==> config.mk <==
export PLATFORM = sky130hd
export DESIGN_NAME = load_issue_scheduler_flat
export DESIGN_NICKNAME = d
export VERILOG_FILES = /design/src/rtl/load_issue_scheduler_if.sv /design/src/rtl/load_issue_scheduler.sv /design/src/flat_wrapper.sv
export SDC_FILE = /design/constraint.sdc
export NUM_CORES = 1
export LEC_CHECK = 0
export CAP_MARGIN = 0
export CORE_AREA = 2 2 76 78
export DETAILED_ROUTE_END_ITERATION = 8
export DIE_AREA = 0 0 78 80
export PLACE_DENSITY = 0.66
export RECOVER_POWER = 100
export SYNTH_ARGS = -nofsm -noshare
export SYNTH_HDL_FRONTEND = slang
export SYNTH_SLANG_ARGS = --single-unit
==> constraint.sdc <==
create_clock -name clk -period 2.89 [get_ports clk]
set_input_delay 0.289 -clock clk [delete_from_list [all_inputs] [get_ports clk]]
set_output_delay 0.289 -clock clk [all_outputs]
set_load 0.005 [all_outputs]
==> src/rtl/load_issue_scheduler_if.sv <==
// Memory read-port handshake between the load issue scheduler (master) and the data memory (slave).
interface load_issue_scheduler_if #(
   parameter int IDX_W = 3
);
   logic             mem_req_valid;
   logic             mem_req_ready;
   logic [IDX_W-1:0] mem_req_idx;
   logic             mem_resp_valid;

   modport master (
      output mem_req_valid,
      output mem_req_idx,
      input  mem_req_ready,
      input  mem_resp_valid
   );

   modport slave (
      input  mem_req_valid,
      input  mem_req_idx,
      output mem_req_ready,
      output mem_resp_valid
   );
endinterface

==> src/rtl/load_issue_scheduler.sv <==
// Issues the oldest ready load (age measured from the queue head) to a single memory read port, one in flight.
// Optional feature: define LIS_PERF_CNT_EN to add handshake and stall performance counters.
module load_issue_scheduler #(
   parameter int LDQ_SIZE = 8,
   parameter int IDX_W    = $clog2(LDQ_SIZE)
) (
   input  logic                clk,
   input  logic                reset,
   input  logic [IDX_W-1:0]    head,
   input  logic [LDQ_SIZE-1:0] entry_valid,
   input  logic [LDQ_SIZE-1:0] entry_ready,
   input  logic                flush,
   load_issue_scheduler_if.master mem,
   output logic                done_valid,
   output logic [IDX_W-1:0]    done_idx,
   output logic                busy
`ifdef LIS_PERF_CNT_EN
   ,
   output logic [31:0]         perf_issue_cnt,
   output logic [31:0]         perf_stall_cnt
`endif
);

   typedef enum logic [1:0] {
      IDLE  = 2'd0,
      REQ   = 2'd1,
      WAIT  = 2'd2,
      DRAIN = 2'd3
   } state_t;

   state_t              state_q, state_d;
   logic [IDX_W-1:0]    reqIdx_q, reqIdx_d;
   logic [LDQ_SIZE-1:0] issued_q, issued_d;

   logic [LDQ_SIZE-1:0] cand;
   logic                selFound;
   logic [IDX_W-1:0]    selIdx;
   logic [IDX_W-1:0]    probe;
   logic                handshake;

   assign cand = entry_valid & entry_ready & ~issued_q;

   // Walk from the youngest age down to age 0 so the last hit is the oldest candidate.
   always_comb begin
      selFound = 1'b0;
      selIdx   = '0;
      probe    = '0;
      for (int k = LDQ_SIZE - 1; k >= 0; k--) begin
         probe = head + IDX_W'(k);
         if (cand[probe]) begin
            selFound = 1'b1;
            selIdx   = probe;
         end
      end
   end

   always_comb begin
      state_d           = state_q;
      reqIdx_d          = reqIdx_q;
      handshake         = 1'b0;
      done_valid        = 1'b0;
      mem.mem_req_valid = 1'b0;
      case (state_q)
         IDLE: begin
            if (selFound && !flush) begin
               reqIdx_d = selIdx;
               state_d  = REQ;
            end
         end
         REQ: begin
            mem.mem_req_valid = 1'b1;
            if (mem.mem_req_ready) begin
               handshake = 1'b1;
               state_d   = flush ? DRAIN : WAIT;
            end else if (flush || !entry_valid[reqIdx_q]) begin
               state_d = IDLE;
            end
         end
         WAIT: begin
            if (mem.mem_resp_valid) begin
               done_valid = !flush;
               state_d    = IDLE;
            end else if (flush) begin
               state_d = DRAIN;
            end
         end
         DRAIN: begin
            if (mem.mem_resp_valid) begin
               state_d = IDLE;
            end
         end
         default: state_d = IDLE;
      endcase
   end

   assign mem.mem_req_idx = (state_q == REQ) ? reqIdx_q : '0;
   assign done_idx        = done_valid ? reqIdx_q : '0;
   assign busy            = (state_q != IDLE);

   // Flush wins over a same-cycle handshake so the queue sees every entry as re-issuable.
   always_comb begin
      issued_d = issued_q;
      if (handshake) begin
         issued_d[reqIdx_q] = 1'b1;
      end
      issued_d = issued_d & entry_valid;
      if (flush) begin
         issued_d = '0;
      end
   end

   always_ff @(posedge clk or posedge reset) begin
      if (reset) begin
         state_q  <= IDLE;
         reqIdx_q <= '0;
         issued_q <= '0;
      end else begin
         state_q  <= state_d;
         reqIdx_q <= reqIdx_d;
         issued_q <= issued_d;
      end
   end

`ifdef LIS_PERF_CNT_EN
   always_ff @(posedge clk or posedge reset) begin
      if (reset) begin
         perf_issue_cnt <= '0;
         perf_stall_cnt <= '0;
      end else begin
         if (handshake) begin
            perf_issue_cnt <= perf_issue_cnt + 32'd1;
         end
         if (state_q == REQ && !mem.mem_req_ready) begin
            perf_stall_cnt <= perf_stall_cnt + 32'd1;
         end
      end
   end
`endif

endmodule

==> src/flat_wrapper.sv <==
// flat-port wrapper written by rule: the top's interface ports become plain ports
module load_issue_scheduler_flat 
#(
   parameter int LDQ_SIZE = 8,
   parameter int IDX_W    = $clog2(LDQ_SIZE)
)
  (clk, reset, head, entry_valid, entry_ready, flush, done_valid, done_idx, busy, mem_mem_req_valid, mem_mem_req_idx, mem_mem_req_ready, mem_mem_resp_valid);
  load_issue_scheduler_if #(.IDX_W(IDX_W)) mem_i ();
  input  logic clk;
  input  logic reset;
  input  logic [IDX_W-1:0] head;
  input  logic [LDQ_SIZE-1:0] entry_valid;
  input  logic [LDQ_SIZE-1:0] entry_ready;
  input  logic flush;
  output logic done_valid;
  output logic [IDX_W-1:0] done_idx;
  output logic busy;
  output wire logic [$bits(mem_i.mem_req_valid)-1:0] mem_mem_req_valid;
  output wire logic [$bits(mem_i.mem_req_idx)-1:0] mem_mem_req_idx;
  input wire logic [$bits(mem_i.mem_req_ready)-1:0] mem_mem_req_ready;
  input wire logic [$bits(mem_i.mem_resp_valid)-1:0] mem_mem_resp_valid;
  assign mem_mem_req_valid = mem_i.mem_req_valid;
  assign mem_mem_req_idx = mem_i.mem_req_idx;
  assign mem_i.mem_req_ready = mem_mem_req_ready;
  assign mem_i.mem_resp_valid = mem_mem_resp_valid;
  load_issue_scheduler #(.LDQ_SIZE(LDQ_SIZE), .IDX_W(IDX_W)) u_core (.clk(clk), .reset(reset), .head(head), .entry_valid(entry_valid), .entry_ready(entry_ready), .flush(flush), .mem(mem_i), .done_valid(done_valid), .done_idx(done_idx), .busy(busy));
endmodule
==> metrics.txt <==
outcome finished, final reports clean; Critical Path, Cell by Cell clkdlybuf4s50_1, inv_1, ha_4, buf_4, and4bb_2, buf_4, nor4_1, nor4_1, buf_4, nor2_1, a41o_2, a22o_1; clk_lat worst skew 0.25 ns; Area Growth Syn to Fin 36.5%; Global Route Usage Sum 18.7%; minimum clock period 2.74 ns; first-pass GRT wire length 9340 um; Max-slew headroom 65.9%; antenna violations before repair 0; Most common cell on crit path buf_4; #FFs+latches synth 13; cts hold-fix bufs 0; Pwr per Cell Area 422 nW/um2; total CTS buffers 3; total wire length 6000 um; critical path class primary input to flop; Mapped Nets 240; LEAKAGE 0.923 nW; post-route antenna net violation count 0; crit end category flop; RSZ-0062 raised after global routing false; Crit path max-delay family buffers and inverters; Req. time, crit path 3.03 ns; IO Pins 33; starting density of the core 33.7%; largest net degree at the start of global routing 30; library cells used by synthesis 62; core box area 5410 um2; DRC 0; Setup Skew 0.00299 ns; clk buf depth 2; Max Cap Viol 0; CTS tree yes; DP Wirelength 4530 um; Critical Path AT 2.88 ns; Ys Warns 0; PortBufs 32; antenna diode count 0; max incr delay on CP 0.47 ns; prevailing post-synth register cell dfrtp_1; die area 6240 um2; vias per cell 6.04; Die Ht 80 um; RD Place Congestion 0.950; H-tree depth 1; Slew @ Worst Pin 0.511 ns; Pre-antenna DRT Iters 4; Seq/Total Area, Yosys 17.9%; final net count 293; worst path buffer plus inverter count 5; Placed Instances 331; type of the worst min-delay path primary input to asynchronous set/reset pin; Mean Syn Cell Area 8.51 um2; DRT iter0 DRCs 120; Slew Limit Fails 0; WL/cell 17.8 um; clock slew at reported path FFs 0.06 ns; Vias 2042; Crit Path Max Fanout 7; Cell Area, Synth 1820 um2; FMAX 364 MHz; chip width 78 um; Post-synth EDFFs 0; cell count after synthesis 214; final setup fails 0; slowest CP cell clkdlybuf4s50_1; overall power 1.05 mW; # rows 27; area occupied by multi-input gates 1460 um2; Max VDD drop 0.299 mV; vias in the first global route 1843; Clock Sink Count 13; final cell count without fillers 338; FFs w/ async S/R, synth 100%; final period utilization 95.0%; register area 325 um2; CTS Root Cell clkbuf_8; Final Hold Viols 0; Worst Setup Start Kind primary input; grt total ovfl 0; fillcell total 547; layout cells sized above 1 22.9%
what timing repair did:
action	CTS	global route
resized for setup	1	12
pin swaps	0	3
buffers inserted	0	3
endpoints found under the setup margin	2	4
metrics by stage:
step	setup WS (ns)	cell area [um2]	setup TNS (ns)	hold slack [ns]	utilization, %
final	0.145	2480	0	0.505	46.0
after global routing	0.00138	2480	0	0.560	46.0
after CTS	0.0677	2410	0	0.386	44.5
after detailed placement	-0.300	2360	-0.975	0.595	43.6
after global placement	-0.309	2360	-0.966	0.583	43.6
after floorplan	0.0567	1820	0	0.166	-
final timing paths:
kind	startpoint	end	slack [ns]	depth (start not counted)
setup / recovery	head[1]	u_core.reqIdx_q[2]$_DFFE_PP0P_	0.15	12
setup reg to reg	u_core.issued_q[3]$_DFF_PP0_	u_core.reqIdx_q[2]$_DFFE_PP0P_	0.62	8
max in group asynchronous	reset	u_core.reqIdx_q[1]$_DFFE_PP0P_	2.04	2
hold / removal	reset	u_core.issued_q[5]$_DFF_PP0_	0.51	2
min in group clk	u_core.state_q[1]$_DFFE_PP0P_	u_core.state_q[1]$_DFFE_PP0P_	0.61	2
hold reg to reg	u_core.state_q[1]$_DFFE_PP0P_	u_core.state_q[1]$_DFFE_PP0P_	0.61	2
power breakdown:
group	total (mW)	internal [mW]	leakage, nW	switching (mW)
combinational	0.591	0.313	0.724	0.279
clock	0.164	0.0954	0.0255	0.0685
sequential	0.293	0.218	0.174	0.0753
total	1.05	0.626	0.923	0.422
Yosys cell counts, types with 2 or more instances:
cell type | count | area (um2)
a211oi_1 | 2 | 15.0
a21oi_1 | 12 | 60.1
a31oi_1 | 2 | 12.5
and2_1 | 6 | 37.5
and4b_1 | 8 | 80.1
and4bb_1 | 2 | 25.0
and4bb_2 | 3 | 37.5
buf_2 | 4 | 20.0
buf_6 | 2 | 22.5
clkbuf_1 | 6 | 22.5
dfrtp_1 | 13 | 325
ha_1 | 2 | 25.0
inv_1 | 5 | 18.8
mux2_2 | 3 | 33.8
mux2i_1 | 2 | 20.0
mux4_2 | 4 | 90.1
nand2_1 | 10 | 37.5
nand3b_1 | 8 | 60.1
nand4b_1 | 8 | 70.1
nor2_1 | 7 | 26.3
nor2b_1 | 3 | 18.8
nor3_1 | 7 | 35.0
nor3b_1 | 8 | 60.1
nor4_1 | 14 | 87.6
nor4_2 | 2 | 25.0
nor4bb_1 | 4 | 40.0
o2111a_1 | 3 | 33.8
o2111ai_1 | 6 | 52.6
o211ai_1 | 3 | 22.5
o21a_1 | 3 | 22.5
o21ai_0 | 11 | 55.1
o311ai_0 | 3 | 26.3
or2_2 | 4 | 25.0
or4_1 | 2 | 15.0
xnor2_1 | 3 | 26.3
xor2_1 | 3 | 26.3
registers in the layout, summed over array words and instances (netlist names):
register,flops
u_core.state_q,2
u_core.reqIdx_q,3
u_core.issued_q,8
logic make-up (layout without fill, tap and decap cells):
kind of cell / after synthesis / in the layout / share of synthesized area, %
compound gates: 59 / 59 / 23.4
xor+xnor: 6 / 6 / 2.89
fa+ha+maj: 2 / 2 / 1.37
buf+inv: 20 / 72 / 5.43
flops: 13 / 13 / 17.9
mux: 9 / 9 / 7.90
simple gates: 105 / 105 / 41.2
cells in the final DEF, fill, tap and decap left out, types with 5 or more instances in the layout:
cell	synthesis	routed
clkdlybuf4s50_1	0	28
buf_4	1	27
nor4_1	14	13
dfrtp_1	13	13
o21ai_0	11	11
a21oi_1	12	11
nand2_1	10	10
and4b_1	8	8
nand3b_1	8	8
nand4b_1	8	8
nor3b_1	8	8
nor2_1	7	7
nor3_1	7	7
o2111ai_1	6	6
and2_0	0	6
inv_1	5	5
layout make-up:
type	instances	share of cell area, %
Sequential cell	13	13.1
Tap cell	72	3.63
Multi-Input combinational cell	181	58.6
Timing Repair Buffer	62	21.9
Clock inverter	1	0.201
Clock buffer	3	1.66
Inverter	6	0.906
layer usage:
metal | part of all wire (%) | global-route usage (%) | vias to the layer above
met4 | 2.1 | 4.56 | 0
met5 | 0 | 0 | -
met2 | 51 | 31.1 | 71
met1 | 42 | 25.7 | 974
met3 | 5.0 | 2.60 | 12
li1 | - | - | 985
(Power assumes the default switching activity.)
